--- src/rtl/mont_word_seq_if.sv ---
// mont_word_seq_if
//   Groups the command and strobe signals between the AXI-side command
//   registers, the Montgomery word sequencer and the qm/MAC datapath.
//
//   master : command side. It drives start/abort/n_words and observes
//            the status and strobes.
//   slave  : the sequencer. It receives the command and drives the
//            indices and strobes.
//
//   start     command strobe, sampled only while idle
//   abort     synchronous cancel, highest priority
//   n_words   operand length in 16-bit words
//   busy      sequencer is not idle
//   done      one-cycle completion pulse
//   x_idx     outer word index i (selects X[i])
//   y_idx     inner word index j (selects Y[j], M[j])
//   qm_issue  present X[i]*Y[0] and S0 to the Q' generator
//   qm_latch  datapath captures Q_m at the end of this cycle
//   mac_en    accumulate step for word j
//   mac_first j==0 during mac_en (low word discarded)
//   mac_last  j==n-1 during mac_en
//   carry_en  store the accumulator carry as the top S word
interface mont_word_seq_if #(
    parameter int NW_W = 6
);
    logic            start;
    logic            abort;
    logic [NW_W-1:0] n_words;
    logic            busy;
    logic            done;
    logic [NW_W-1:0] x_idx;
    logic [NW_W-1:0] y_idx;
    logic            qm_issue;
    logic            qm_latch;
    logic            mac_en;
    logic            mac_first;
    logic            mac_last;
    logic            carry_en;

    modport master (
        output start, abort, n_words,
        input  busy, done, x_idx, y_idx,
        input  qm_issue, qm_latch, mac_en, mac_first, mac_last, carry_en
    );

    modport slave (
        input  start, abort, n_words,
        output busy, done, x_idx, y_idx,
        output qm_issue, qm_latch, mac_en, mac_first, mac_last, carry_en
    );
endinterface

--- src/rtl/mont_word_seq.sv ---
// mont_word_seq
//   Sequencer for the word-serial Montgomery multiplier. For every outer
//   word X[i] it fires the Q' generator, waits out that generator's fixed
//   latency, sweeps the inner loop j over Y[j]/M[j], then spends one cycle
//   on the carry word. Only indices and strobes are produced; no operand
//   arithmetic happens here.
//
//   Parameters
//     NW_W    width of word counts and indices
//     QM_LAT  cycles from qm_issue to a valid Q_m (must be >= 1)
//
//   Ports
//     clk   clock, rising edge
//     rstn  asynchronous active-low reset
//     bus   mont_word_seq_if.slave (command in, indices/strobes out)
//
//   Every output is decoded from registered state only, so there is no
//   combinational path from any input to any output.
//
//   state      | meaning
//   -----------+-----------------------------------------------------
//   S_IDLE     | waiting for start
//   S_QM_ISSUE | qm_issue for outer word i (one cycle)
//   S_QM_WAIT  | QM_LAT cycles; qm_latch on the last of them
//   S_MAC      | n cycles of accumulate, y_idx = j
//   S_CARRY    | store the carry word, then next i or finish
//   S_DONE     | one-cycle done pulse
module mont_word_seq #(
    parameter int NW_W   = 6,
    parameter int QM_LAT = 2
) (
    input  logic              clk,
    input  logic              rstn,
    mont_word_seq_if.slave    bus
);

    typedef enum logic [2:0] {
        S_IDLE,
        S_QM_ISSUE,
        S_QM_WAIT,
        S_MAC,
        S_CARRY,
        S_DONE
    } state_t;

    // The wait counter only has to reach QM_LAT-1.
    localparam int              CW       = (QM_LAT > 1) ? $clog2(QM_LAT) : 1;
    localparam logic [CW-1:0]   CNT_LAST = CW'(QM_LAT - 1);
    localparam logic [CW-1:0]   CNT_ONE  = CW'(1);
    localparam logic [NW_W-1:0] IDX_ONE  = NW_W'(1);

    state_t          state_q, state_d;
    logic [NW_W-1:0] last_q, last_d;   // n-1, latched at start
    logic [NW_W-1:0] i_q, i_d;
    logic [NW_W-1:0] j_q, j_d;
    logic [CW-1:0]   cnt_q, cnt_d;

    always_ff @(posedge clk or negedge rstn) begin
        if (!rstn) begin
            state_q <= S_IDLE;
            last_q  <= '0;
            i_q     <= '0;
            j_q     <= '0;
            cnt_q   <= '0;
        end else begin
            state_q <= state_d;
            last_q  <= last_d;
            i_q     <= i_d;
            j_q     <= j_d;
            cnt_q   <= cnt_d;
        end
    end

    always_comb begin
        state_d = state_q;
        last_d  = last_q;
        i_d     = i_q;
        j_d     = j_q;
        cnt_d   = cnt_q;

        if (bus.abort) begin
            state_d = S_IDLE;
            i_d     = '0;
            j_d     = '0;
            cnt_d   = '0;
        end else begin
            unique case (state_q)
                S_IDLE: begin
                    if (bus.start) begin
                        if (bus.n_words != '0) begin
                            // Storing n-1 lets both loop ends compare directly.
                            last_d  = bus.n_words - IDX_ONE;
                            i_d     = '0;
                            j_d     = '0;
                            state_d = S_QM_ISSUE;
                        end else begin
                            // Empty operand: finish without any strobes.
                            state_d = S_DONE;
                        end
                    end
                end

                S_QM_ISSUE: begin
                    cnt_d   = '0;
                    j_d     = '0;
                    state_d = S_QM_WAIT;
                end

                S_QM_WAIT: begin
                    if (cnt_q == CNT_LAST) begin
                        j_d     = '0;
                        state_d = S_MAC;
                    end else begin
                        cnt_d = cnt_q + CNT_ONE;
                    end
                end

                S_MAC: begin
                    if (j_q == last_q) begin
                        j_d     = '0;
                        state_d = S_CARRY;
                    end else begin
                        j_d = j_q + IDX_ONE;
                    end
                end

                S_CARRY: begin
                    if (i_q == last_q) begin
                        state_d = S_DONE;
                    end else begin
                        i_d     = i_q + IDX_ONE;
                        state_d = S_QM_ISSUE;
                    end
                end

                S_DONE: begin
                    i_d     = '0;
                    state_d = S_IDLE;
                end

                default: begin
                    state_d = S_IDLE;
                    i_d     = '0;
                    j_d     = '0;
                    cnt_d   = '0;
                end
            endcase
        end
    end

    // Pure decode of registered state.
    assign bus.busy      = (state_q != S_IDLE);
    assign bus.done      = (state_q == S_DONE);
    assign bus.qm_issue  = (state_q == S_QM_ISSUE);
    assign bus.qm_latch  = (state_q == S_QM_WAIT) && (cnt_q == CNT_LAST);
    assign bus.mac_en    = (state_q == S_MAC);
    assign bus.mac_first = (state_q == S_MAC) && (j_q == '0);
    assign bus.mac_last  = (state_q == S_MAC) && (j_q == last_q);
    assign bus.carry_en  = (state_q == S_CARRY);
    assign bus.x_idx     = i_q;
    assign bus.y_idx     = (state_q == S_MAC) ? j_q : '0;

endmodule

--- src/flat_wrapper.sv ---
// flat-port wrapper written by rule: the top's interface ports become plain ports
module mont_word_seq_flat 
#(
    parameter int NW_W   = 6,
    parameter int QM_LAT = 2
)
  (clk, rstn, bus_start, bus_abort, bus_n_words, bus_busy, bus_done, bus_x_idx, bus_y_idx, bus_qm_issue, bus_qm_latch, bus_mac_en, bus_mac_first, bus_mac_last, bus_carry_en);
  mont_word_seq_if #(.NW_W(NW_W)) bus_i ();
  input  logic clk;
  input  logic rstn;
  input wire logic [$bits(bus_i.start)-1:0] bus_start;
  input wire logic [$bits(bus_i.abort)-1:0] bus_abort;
  input wire logic [$bits(bus_i.n_words)-1:0] bus_n_words;
  output wire logic [$bits(bus_i.busy)-1:0] bus_busy;
  output wire logic [$bits(bus_i.done)-1:0] bus_done;
  output wire logic [$bits(bus_i.x_idx)-1:0] bus_x_idx;
  output wire logic [$bits(bus_i.y_idx)-1:0] bus_y_idx;
  output wire logic [$bits(bus_i.qm_issue)-1:0] bus_qm_issue;
  output wire logic [$bits(bus_i.qm_latch)-1:0] bus_qm_latch;
  output wire logic [$bits(bus_i.mac_en)-1:0] bus_mac_en;
  output wire logic [$bits(bus_i.mac_first)-1:0] bus_mac_first;
  output wire logic [$bits(bus_i.mac_last)-1:0] bus_mac_last;
  output wire logic [$bits(bus_i.carry_en)-1:0] bus_carry_en;
  assign bus_i.start = bus_start;
  assign bus_i.abort = bus_abort;
  assign bus_i.n_words = bus_n_words;
  assign bus_busy = bus_i.busy;
  assign bus_done = bus_i.done;
  assign bus_x_idx = bus_i.x_idx;
  assign bus_y_idx = bus_i.y_idx;
  assign bus_qm_issue = bus_i.qm_issue;
  assign bus_qm_latch = bus_i.qm_latch;
  assign bus_mac_en = bus_i.mac_en;
  assign bus_mac_first = bus_i.mac_first;
  assign bus_mac_last = bus_i.mac_last;
  assign bus_carry_en = bus_i.carry_en;
  mont_word_seq #(.NW_W(NW_W), .QM_LAT(QM_LAT)) u_core (.clk(clk), .rstn(rstn), .bus(bus_i));
endmodule
--- config.mk ---
export PLATFORM = sky130hd
export DESIGN_NAME = mont_word_seq_flat
export DESIGN_NICKNAME = d
export VERILOG_FILES = /design/src/rtl/mont_word_seq_if.sv /design/src/rtl/mont_word_seq.sv /design/src/flat_wrapper.sv
export SDC_FILE = /design/constraint.sdc
export NUM_CORES = 1
export LEC_CHECK = 0
export ABC_AREA = 1
export BUFFER_PORTS_ARGS = -buffer_cell sky130_fd_sc_hd__buf_2
export CAP_MARGIN = 20
export CORE_MARGIN = 5
export CORE_UTILIZATION = 35
export DETAILED_ROUTE_END_ITERATION = 16
export GPL_ROUTABILITY_DRIVEN = 0
export PLACE_DENSITY = 0.65
export SLEW_MARGIN = 20
export SYNTH_ARGS = -nofsm -noshare
export SYNTH_HDL_FRONTEND = slang
export SYNTH_SLANG_ARGS = --single-unit
--- constraint.sdc ---
create_clock -name clk -period 2 [get_ports clk]
set_input_delay 0.2 -clock clk [delete_from_list [all_inputs] [get_ports clk]]
set_output_delay 0.2 -clock clk [all_outputs]
set_load 0.03 [all_outputs]
[After elaboration in Yosys (flattened, before gate mapping)]
Cells that the tools add are included.
Word-level totals
  flip-flop bits (word level): 22
  bits of input ports: 10
  output and inout bits: 20
  word-level logic and storage cells: 59
Cells by class
  add/subtract/negate cells: 4
  equal/unequal tests: 15
  muxes and demuxes: 20
  bitwise gates (word level): 1
  reductions and logical operators: 14
Operator list (number)
  $mux W6: 8
  $pmux W6 S4: 1
  $mux W3: 6
  $pmux W6 S3: 1
  $pmux W3 S5: 1
  $add A6 B1 Y6 const B: 2
  $eq A6 B6 Y1: 2
  $reduce_and A4 Y1: 3
  $ne A3 B2 Y1 const B: 3
  $eq A3 B2 Y1 const B: 2
  $eq A3 B3 Y1 const B: 2
  $logic_not A6 Y1: 1
  $ne A2 B1 Y1 const B: 3
  $ne A3 B3 Y1 const B: 2
  $reduce_bool A6 Y1: 1
  $sub A6 B1 Y6 const B: 1
  $reduce_or A4 Y1: 1
  $eq A3 B1 Y1 const B: 1
  $logic_and A1 B1 Y1: 3
  $logic_not A3 Y1: 1
  $reduce_and A3 Y1: 1
  $reduce_bool A3 Y1: 1
  $reduce_or A3 Y1: 1
  $mux W1: 2
  other kinds (4): 4

[Depth between registers and ports, before layout]
Gate-level depths: netlist (run 1).
  depth after elaboration: 5
  depth in mapped cells: 9
  depth with buffers taken out: 9

[Worst setup path after synthesis (run 1)]
Ideal clock, no wire load.
  kind: register to output
  from: register u_core.state_q[2]
  to: output bus_mac_first
  data arrival time: 1.714 ns
  required time: 1.800 ns
  slack: 0.086 ns
  stages on the path, launching flop included: 5
  path buffers: 1
  path through: dfrtp_1 > nor2_1 > nand2_1 > buf_6 > nor4_1
Between the ends
  longest elaborated chain between the ends: 2
RTL lines
  from (decl): RTL line mont_word_seq.sv:52  | state_t state_q, state_d;
  from (signal assigned): RTL line mont_word_seq.sv:66  | state_q <= state_d;
  $eq A3 B2 Y1: RTL line mont_word_seq.sv:157  | assign bus.mac_first = (state_q == S_MAC) && (j_q == '0);
  $logic_and A1 B1 Y1: RTL line mont_word_seq.sv:157
  to (decl): RTL line flat_wrapper.sv:21  | output wire logic [$bits(bus_i.mac_first)-1:0] bus_mac_first;
Every way passes these cells.

[Worst setup path after layout (run 1)]
  from: register u_core.state_q[2]
  to: output bus_mac_en
Between the ends
  longest elaborated chain between the ends: 1
RTL lines
  $eq A3 B2 Y1: RTL line mont_word_seq.sv:156  | assign bus.mac_en = (state_q == S_MAC);
  to (decl): RTL line flat_wrapper.sv:20  | output wire logic [$bits(bus_i.mac_en)-1:0] bus_mac_en;
Every way passes these cells.

==> qor.txt, run 1 <==
Total Routing Usage GR -> 0.137
Vias/cell -> 4.77
DR vias -> 1594
Max Cap Viol -> 0
largest net degree at the start of global routing -> 23
drt drc -> 0
Synth Flop Type -> dfrtp_1
Max Clock Skew -> 0.00342 ns
peak supply drop -> 0.000404 V
initial antenna violation count -> 0
post-layout min period -> 1.76 ns
Crit path largest cell delay -> 0.43 ns
Final Hold Vio Count -> 0
Worst-Margin Slew -> 0.513 ns
R2R Setup Slk -> 0.40 ns
fillers -> 510
Hold Path Class -> in -> reg
Pleak -> 0.00108 uW
Setup TNS -> 0 ns
number of global-route vias before repair -> 1580
Seq cells post-synth -> 22
syn_nets -> 265
Worst EP arrival -> 1.56 ns
status -> finished clean
f_max -> 0.569 GHz
Die Height -> 78.8 um
first-pass GRT wire length -> 6.88 mm
post-route ant nets -> 0
layout cell share with drive strength beyond 1 -> 0.211
Cell Rows -> 25
Max Slew Vio Count -> 0
Power Dens Cells -> 868 nW/um^2
wire per inst -> 11.7 um
critical path cell sequence -> nor2_1, nand2_2, inv_1, buf_2
syn_area_per_cell -> 6.62 sq um
slowest CP cell -> dfrtp_1
CP required -> 1.80 ns
CTS clk-pin slew, worst paths -> 0.08 ns
post-synthesis instance area -> 1660 sq um
DPL Wire Length -> 3.07 mm
number of I/O port buffers -> 29
yosys warns -> 0
GR Overflow Total -> 0
Post-synth EDFFs -> 0
total wire length -> 3.90 mm
register area share after synthesis -> 0.333
critical path type -> reg -> out
Die W -> 78.8 um
pre-CTS setup slack -> 0.413 ns
CP max FO -> 11
RSZ-0062 raised after global routing -> no
final net count -> 296
post-route clock period utilization -> 0.879
DR pass1 iterations -> 4
Setup crit end kind -> output port
drt first-iter violations -> 85
PnR worst setup slack -> 0.241 ns
Max H-tree Level -> 1
Clk Latency, worst-skew pair -> 0.26 ns
Reg area -> 551 sq um
area grow syn2layout -> 15.0%
clock sinks -> 22
# diodes -> 0
TritonCTS clock tree -> built
CTS root buf -> clkbuf_8
startpoint types -> flip-flop
# setup viols final -> 0
CTS max path bufs -> 2
starting density of the core -> 0.355
Yosys cell types -> 27
Max transition margin -> 0.658
Multi-input gate area -> 948 sq um
Post-CTS Setup Bufs -> 0
Total Die Area -> 6200 sq um
I/O pins -> 30
core area -> 4660 sq um
asr flop ratio synth -> 1.00
cts bufs inserted -> 3
Gate Count Post-Synth -> 250
layout by cell type (no fill, tap or decap), drive strengths merged, types with 2 or more instances in the layout:
| master | count |
|---|---|
| dfrtp | 22 |
| o21ai | 8 |
| xnor2 | 2 |
| inv | 34 |
| ha | 5 |
| a21oi | 2 |
| clkbuf | 4 |
| xor2 | 6 |
| nand4 | 12 |
| nand2 | 93 |
| nor3 | 2 |
| buf | 29 |
| nor2 | 37 |
| nand3 | 20 |
cells by family (layout without fill, tap and decap cells):
kind of cell	after synthesis	count (layout)	share of synthesized area
compound gates	12	12	0.0416
buf+inv	38	68	0.0960
simple gates	165	165	0.450
flops	22	22	0.333
fa+ha+maj	5	5	0.0378
xor+xnor	8	8	0.0423
worst paths after layout:
check / cells past startpoint / from / to
max reg2reg: 6 / u_core.state_q[0] / u_core.last_q[3]
min reg2reg: 2 / u_core.cnt_q / u_core.cnt_q
min in group asynchronous: 2 / rstn / u_core.bus.x_idx[2]
min: 2 / bus_n_words[0] / u_core.last_q[0]
max in group asynchronous: 2 / rstn / u_core.j_q[1]
max: 4 / u_core.state_q[2] / bus_mac_en
routing by layer:
| layer | up-vias | track usage | wire length (um) |
|---|---|---|---|
| met4 | 0 | 0.0612 | 52 |
| li1 | 850 | - | - |
| met5 | - | 0 | 0 |
| met2 | 34 | 0.225 | 1830 |
| met3 | 4 | 0.0227 | 196 |
| met1 | 706 | 0.176 | 1820 |
power breakdown:
group / total, uW / internal [uW] / leakage [uW] / switching, uW
clock network: 321 / 176 / 0.0000288 / 145
logic: 709 / 224 / 0.000754 / 485
registers: 624 / 527 / 0.000294 / 96.7
total: 1650 / 927 / 0.00108 / 726
registers in the layout, indices dropped and copies added, names as in the netlist:
| register | count |
|---|---|
| u_core.last_q | 6 |
| u_core.cnt_q | 1 |
| u_core.j_q | 6 |
| u_core.state_q | 3 |
| u_core.bus.x_idx | 6 |
critical path: cells and delay by family, from the launching register on:
family / cells / cell delay (ns)
buffers and inverters: 2 / 0.44
flip-flops: 1 / 0.43
AND/OR/NAND/NOR: 2 / 0.42
timing repair:
item	in CTS	in global routing
resized for setup	0	1
endpoints found under the setup margin	0	2
hold buffers	1	0
hold endpoints to repair	22	0
cells in the mapped netlist (4+ instances only):
cell type | n | area (sq um)
o21ai_1 | 5 | 25.0
inv_2 | 10 | 37.5
inv_1 | 24 | 90.1
nand2_2 | 4 | 25.0
nor2_1 | 31 | 116
nand3_1 | 18 | 90.1
nand4_1 | 12 | 75.1
dfrtp_1 | 22 | 551
nand2_1 | 87 | 327
xor2_1 | 6 | 52.6
ha_1 | 5 | 62.6
through the flow:
step	area, sq um	std cells	utilization	hold slack, ns	total power, uW
3_3_place_gp	1840	329	0.394	0.212	1330
6_report	1900	334	0.409	0.117	1650
2_1_floorplan	1660	250	-	-0.0956	1180
4_1_cts	1900	334	0.408	0.114	1670
3_5_place_dp	1840	329	0.394	0.210	1340
5_1_grt	1900	334	0.409	0.117	1810
layout make-up:
| type | count | share of cell area |
|---|---|---|
| inverter | 34 | 0.0670 |
| multi-input combinational | 190 | 0.498 |
| tap | 54 | 0.0355 |
| clock buffer | 4 | 0.0289 |
| timing repair buffer | 30 | 0.0815 |
| sequential | 22 | 0.289 |
No activity file was read; power rests on OpenSTA's default activity.
==> run 2: changes to the inputs <==
--- a/config.mk
+++ b/config.mk
@@ -10,9 +10,11 @@
 export CAP_MARGIN = 20
 export CORE_MARGIN = 5
 export CORE_UTILIZATION = 35
+export CTS_CLUSTER_SIZE = 40
 export DETAILED_ROUTE_END_ITERATION = 16
 export GPL_ROUTABILITY_DRIVEN = 0
 export PLACE_DENSITY = 0.65
+export SETUP_SLACK_MARGIN = 0.5
 export SLEW_MARGIN = 20
 export SYNTH_ARGS = -nofsm -noshare
 export SYNTH_HDL_FRONTEND = slang
==> qor.txt, run 2 (synthesis results as in run 1) <==
Max H-tree Level -> 1
Pleak -> 0.00124 uW
CTS root buf -> clkbuf_8
layout cell share with drive strength beyond 1 -> 0.357
Multi-input gate area -> 1050 sq um
Max transition margin -> 0.652
final net count -> 324
post-route clock period utilization -> 0.806
Cell Rows -> 25
largest net degree at the start of global routing -> 23
Max Slew Vio Count -> 0
DR pass1 iterations -> 4
CTS max path bufs -> 2
peak supply drop -> 0.000416 V
DR vias -> 1755
Util after Layout -> 0.493
Max Cap Viol -> 0
Setup crit end kind -> output port
area grow syn2layout -> 38.9%
Final Hold Vio Count -> 0
Hold Path Class -> in -> reg
CP required -> 1.80 ns
# setup viols final -> 0
wire per inst -> 12.9 um
CP max FO -> 3
Finished Layout Cells -> 362
total wire length -> 4.66 mm
first-pass GRT wire length -> 7.48 mm
status -> finished clean
# diodes -> 0
critical path type -> reg -> out
CTS clk-pin slew, worst paths -> 0.09 ns
drt first-iter violations -> 116
starting density of the core -> 0.355
TritonCTS clock tree -> built
Die Height -> 78.8 um
f_max -> 0.620 GHz
Setup TNS -> 0 ns
Max Clock Skew -> 0.00559 ns
Reg area -> 561 sq um
I/O pins -> 30
most common cell after layout, fill and taps aside -> nand2_1
Worst EP arrival -> 1.41 ns
initial antenna violation count -> 0
fillers -> 447
Total Die Area -> 6200 sq um
Power Dens Cells -> 923 nW/um^2
number of global-route vias before repair -> 1652
GR Overflow Total -> 0
placed insts -> 330
Worst-Margin Slew -> 0.522 ns
startpoint types -> flip-flop
DPL Wire Length -> 3.09 mm
Clk Latency, worst-skew pair -> 0.27 ns
most frequent cells in the layout -> nand2_1 (85), buf_4 (32), nor2_1 (27)
core area -> 4660 sq um
Die W -> 78.8 um
post-route ant nets -> 0
cts bufs inserted -> 3
Vias/cell -> 4.85
drt drc -> 0
clock sinks -> 22
RSZ-0062 raised after global routing -> yes
post-layout min period -> 1.61 ns
number of I/O port buffers -> 29
Total Routing Usage GR -> 0.151
==> run 2: critical path: stages (launching register included) <==
cell and delay, ns:
dfrtp_1 0.42, inv_2 0.11, ha_4 0.15, nand3_4 0.07, nor4_4 0.23, buf_6 0.17
==> run 2: where the power goes <==
part           leakage, uW  internal (uW)  switching (uW)  total, uW
Clock            0.0000357            268             155        423
Sequential        0.000281            530             102        632
Combinational     0.000926            438             631       1070
==> run 2: per-layer routing <==
metal,wire length [um],vias up,part of all wire,GRT usage
li1,-,899,-,-
met1,2060,812,0.44,0.189
met2,2330,35,0.50,0.267
met3,167,9,0.036,0.0193
met4,97,0,0.021,0.0472
met5,0,-,0,0
==> run 2: path summary, 6_finish.rpt <==
check / startpoint / endpoint / slack, ns / depth (start not counted)
worst min-delay path: bus_n_words[0] / u_core.last_q[0] / 0.11 / 2
worst max register to register: u_core.j_q[1] / u_core.j_q[0] / 0.62 / 10
worst max-delay path: u_core.j_q[1] / bus_mac_first / 0.39 / 5
min in group asynchronous: rstn / u_core.bus.x_idx[3] / 0.43 / 2
worst min register to register: u_core.cnt_q / u_core.cnt_q / 0.53 / 2
max in group asynchronous: rstn / u_core.state_q[0] / 1.18 / 2
==> run 2: cell type report <==
class,instances,area share
Clock buffer,3,0.0180
Clock inverter,1,0.0131
Inverter,34,0.0598
Multi-Input combinational cell,191,0.458
Sequential cell,22,0.244
Tap cell,54,0.0294
Timing Repair Buffer,57,0.178
==> run 2: timing repair <==
item / in CTS / in global routing
setup endpoints to repair: 17 / 18
buffers inserted: 14 / 12
hold buffers: 1 / 0
endpoints found under the hold margin: 22 / 0
cloned: 1 / 0
resized for setup: 21 / 39
pin swaps: 4 / 9
==> run 2: per-stage QoR <==
stage	power, uW	hold slack [ns]	setup WS (ns)	area, sq um
finish	2120	0.113	0.388	2300
global route	2270	0.135	0.299	2300
CTS	1940	0.117	0.396	2110
detailed placement	1350	0.207	0.377	1860
global placement	1340	0.206	0.441	1860
floorplan	1180	-0.0956	0.444	1670
==> run 3: changes to the inputs <==
--- a/config.mk
+++ b/config.mk
@@ -5,7 +5,7 @@
 export SDC_FILE = /design/constraint.sdc
 export NUM_CORES = 1
 export LEC_CHECK = 0
-export ABC_AREA = 1
+export ABC_AREA = 0
 export BUFFER_PORTS_ARGS = -buffer_cell sky130_fd_sc_hd__buf_2
 export CAP_MARGIN = 20
 export CORE_MARGIN = 5
@@ -13,7 +13,7 @@
 export CTS_CLUSTER_SIZE = 40
 export DETAILED_ROUTE_END_ITERATION = 16
 export GPL_ROUTABILITY_DRIVEN = 0
-export PLACE_DENSITY = 0.65
+export PLACE_DENSITY = 0.68
 export SETUP_SLACK_MARGIN = 0.5
 export SLEW_MARGIN = 20
 export SYNTH_ARGS = -nofsm -noshare
==> constraint.sdc (replaced) <==
create_clock -name clk -period 1.3 [get_ports clk]
set_input_delay 0.13 -clock clk [delete_from_list [all_inputs] [get_ports clk]]
set_output_delay 0.13 -clock clk [all_outputs]
set_load 0.03 [all_outputs]
==> qor.txt, run 3 <==
final net count -> 282
Post-synth top cells -> nand2_1 (26), dfrtp_1 (22), nor2_1 (16), xor2_1 (14), o21ai_0 (11)
total wire length -> 5.03 mm
# diodes -> 0
slowest CP cell -> dfrtp_1
DR vias -> 1649
asr flop ratio synth -> 1.00
starting density of the core -> 0.360
GR Overflow Total -> 0
post-route clock period utilization -> 1.35
Yosys top cell area share -> 0.351
Die Height -> 76.9 um
Clk Latency, worst-skew pair -> 0.26 ns
CTS root buf -> clkbuf_8
Power Dens Cells -> 1570 nW/um^2
post-layout min period -> 1.75 ns
Power Total -> 4350 uW
Final Hold Vio Count -> 0
I/O pins -> 30
Buf+Inv Stages, Crit Path -> 3
critical path type -> reg -> out
Hold Path Class -> in -> reg
Total Die Area -> 5910 sq um
DPL Wire Length -> 3.20 mm
most frequent cells in the layout -> buf_4 (40), buf_6 (38), nand2_1 (16)
Synth area leader -> dfrtp_1
Multi-input gate area -> 1200 sq um
startpoint types -> flip-flop
Cell Rows -> 24
Seq cells post-synth -> 22
Synth Flop Type -> dfrtp_1
core area -> 4350 sq um
yosys warns -> 0
area grow syn2layout -> 77.0%
Vias/cell -> 5.19
Max Cap Viol -> 0
syn_area_per_cell -> 8.75 sq um
Pleak -> 0.00128 uW
Yosys cell types -> 46
critical path cell sequence -> nand2b_4, or2_0, buf_4, clkinvlp_4, and3_4, buf_6
Gate Count Post-Synth -> 179
peak supply drop -> 0.000577 V
drt drc -> 0
clock sinks -> 22
initial antenna violation count -> 0
Worst EP arrival -> 1.62 ns
Max transition margin -> 0.747
wire per inst -> 15.8 um
Die W -> 76.9 um
largest net degree at the start of global routing -> 23
RSZ-0062 raised after global routing -> yes
register area share after synthesis -> 0.351
violated checks -> negative setup slack
most common cell in the netlist -> nand2_1
f_max -> 0.572 GHz
layout cell share with drive strength beyond 1 -> 0.605
DR pass1 iterations -> 5
CTS max path bufs -> 2
# setup viols final -> 35
drt first-iter violations -> 84
CP required -> 1.17 ns
TritonCTS clock tree -> built
syn_nets -> 194
CP top delay family -> simple AND/OR/NAND/NOR gates
post-synthesis instance area -> 1570 sq um
fillers -> 322
number of global-route vias before repair -> 1668
number of I/O port buffers -> 29
Max Slew Vio Count -> 0
CTS clk-pin slew, worst paths -> 0.09 ns
synth top area cells -> dfrtp_1 (35%), xor2_1 (7.8%), nand2_1 (6.2%), ha_1 (4.0%), nor2_1 (3.8%)
most common cell after layout, fill and taps aside -> buf_4
post-route ant nets -> 0
PnR worst setup slack -> -0.450 ns
status -> finished, violations left
Max H-tree Level -> 1
Reg area -> 563 sq um
Worst-Margin Slew -> 0.377 ns
Post-synth EDFFs -> 0
CP max FO -> 6
Crit path largest cell delay -> 0.41 ns
cts bufs inserted -> 3
Total Routing Usage GR -> 0.165
Setup crit end kind -> output port
Max Clock Skew -> 0.00115 ns
first-pass GRT wire length -> 8.01 mm
Util after Layout -> 0.637
[run 3: changes by cell type after synthesis, moves of 7 or more]
| cell | before | now |
|---|---|---|
| nand2_1 | 87 | 26 |
| nor2_1 | 31 | 16 |
| o21ai_0 | 3 | 11 |
| nand3_1 | 18 | 9 |
| inv_2 | 10 | 0 |
| nand4_1 | 12 | 1 |
| a21oi_1 | 1 | 8 |
| xor2_1 | 6 | 14 |
| inv_1 | 24 | 8 |
[run 3: cell type report]
cell class | instances | share of cell area
inverter | 8 | 0.0131
sequential | 22 | 0.203
multi-input combinational | 141 | 0.431
clock inverter | 1 | 0.0108
tap | 52 | 0.0235
clock buffer | 3 | 0.0149
timing repair buffer | 91 | 0.303
[run 3: worst paths after layout]
kind,start,end,slack (ns),cells past startpoint
setup / recovery,u_core.state_q[2],bus_mac_first,-0.45,6
hold reg to reg,u_core.last_q[0],u_core.last_q[0],0.59,2
min in group asynchronous,rstn,u_core.j_q[1],0.32,2
setup reg to reg,u_core.state_q[2],u_core.j_q[4],-0.37,8
max in group asynchronous,rstn,u_core.bus.x_idx[2],0.73,2
hold / removal,bus_n_words[0],u_core.last_q[0],0.13,3
[run 3: kinds of logic after synthesis]
family | after synthesis | synth area share
compound gates | 37 | 0.163
fa+ha+maj | 5 | 0.0399
buf+inv | 16 | 0.0551
mux | 1 | 0.00639
simple gates | 80 | 0.279
flops | 22 | 0.351
xor+xnor | 18 | 0.105
[run 3: through the flow]
step | setup WS, ns | hold WS, ns | area (sq um) | setup TNS [ns] | instances
after floorplan | -0.313 | -0.166 | 1690 | -3.18 | 179
after global placement | -0.266 | 0.124 | 2180 | -4.38 | 298
after detailed placement | -0.268 | 0.128 | 2180 | -4.86 | 298
after CTS | -0.458 | 0.133 | 2650 | -7.94 | 313
after global routing | -0.505 | 0.144 | 2770 | -11.55 | 318
final | -0.450 | 0.134 | 2770 | -9.39 | 318
[run 3: worst register-to-register path: stages (launching register included)]
cell and delay, ns:
dfrtp_1 0.41, nand2b_4 0.16, or2_0 0.20, buf_4 0.17, buf_6 0.12, a211oi_4 0.25, buf_4 0.18, nand3_2 0.05
nand3_1 0.07
[run 3: repair_timing]
item                                    4_1_cts  5_1_grt
setup buffers                                10        4
hold buffers                                  1        0
endpoints found under the setup margin       42       64
pin swaps                                    19       13
gates cloned                                  0        1
gates resized for setup                      90       26
endpoints found under the hold margin        22        0
[run 3: per-layer routing]
layer / GRT usage / vias to the layer above / share of wire / wire [um]
met1: 0.197 / 792 / 0.44 / 2190
met3: 0.0351 / 13 / 0.048 / 243
li1: - / 798 / - / -
met2: 0.289 / 46 / 0.49 / 2480
met5: 0 / - / 0 / 0
met4: 0.0594 / 0 / 0.024 / 123
[run 3: power breakdown]
group	switching [uW]	internal, uW
logic	1320	1320
registers	221	838
clock network	242	411
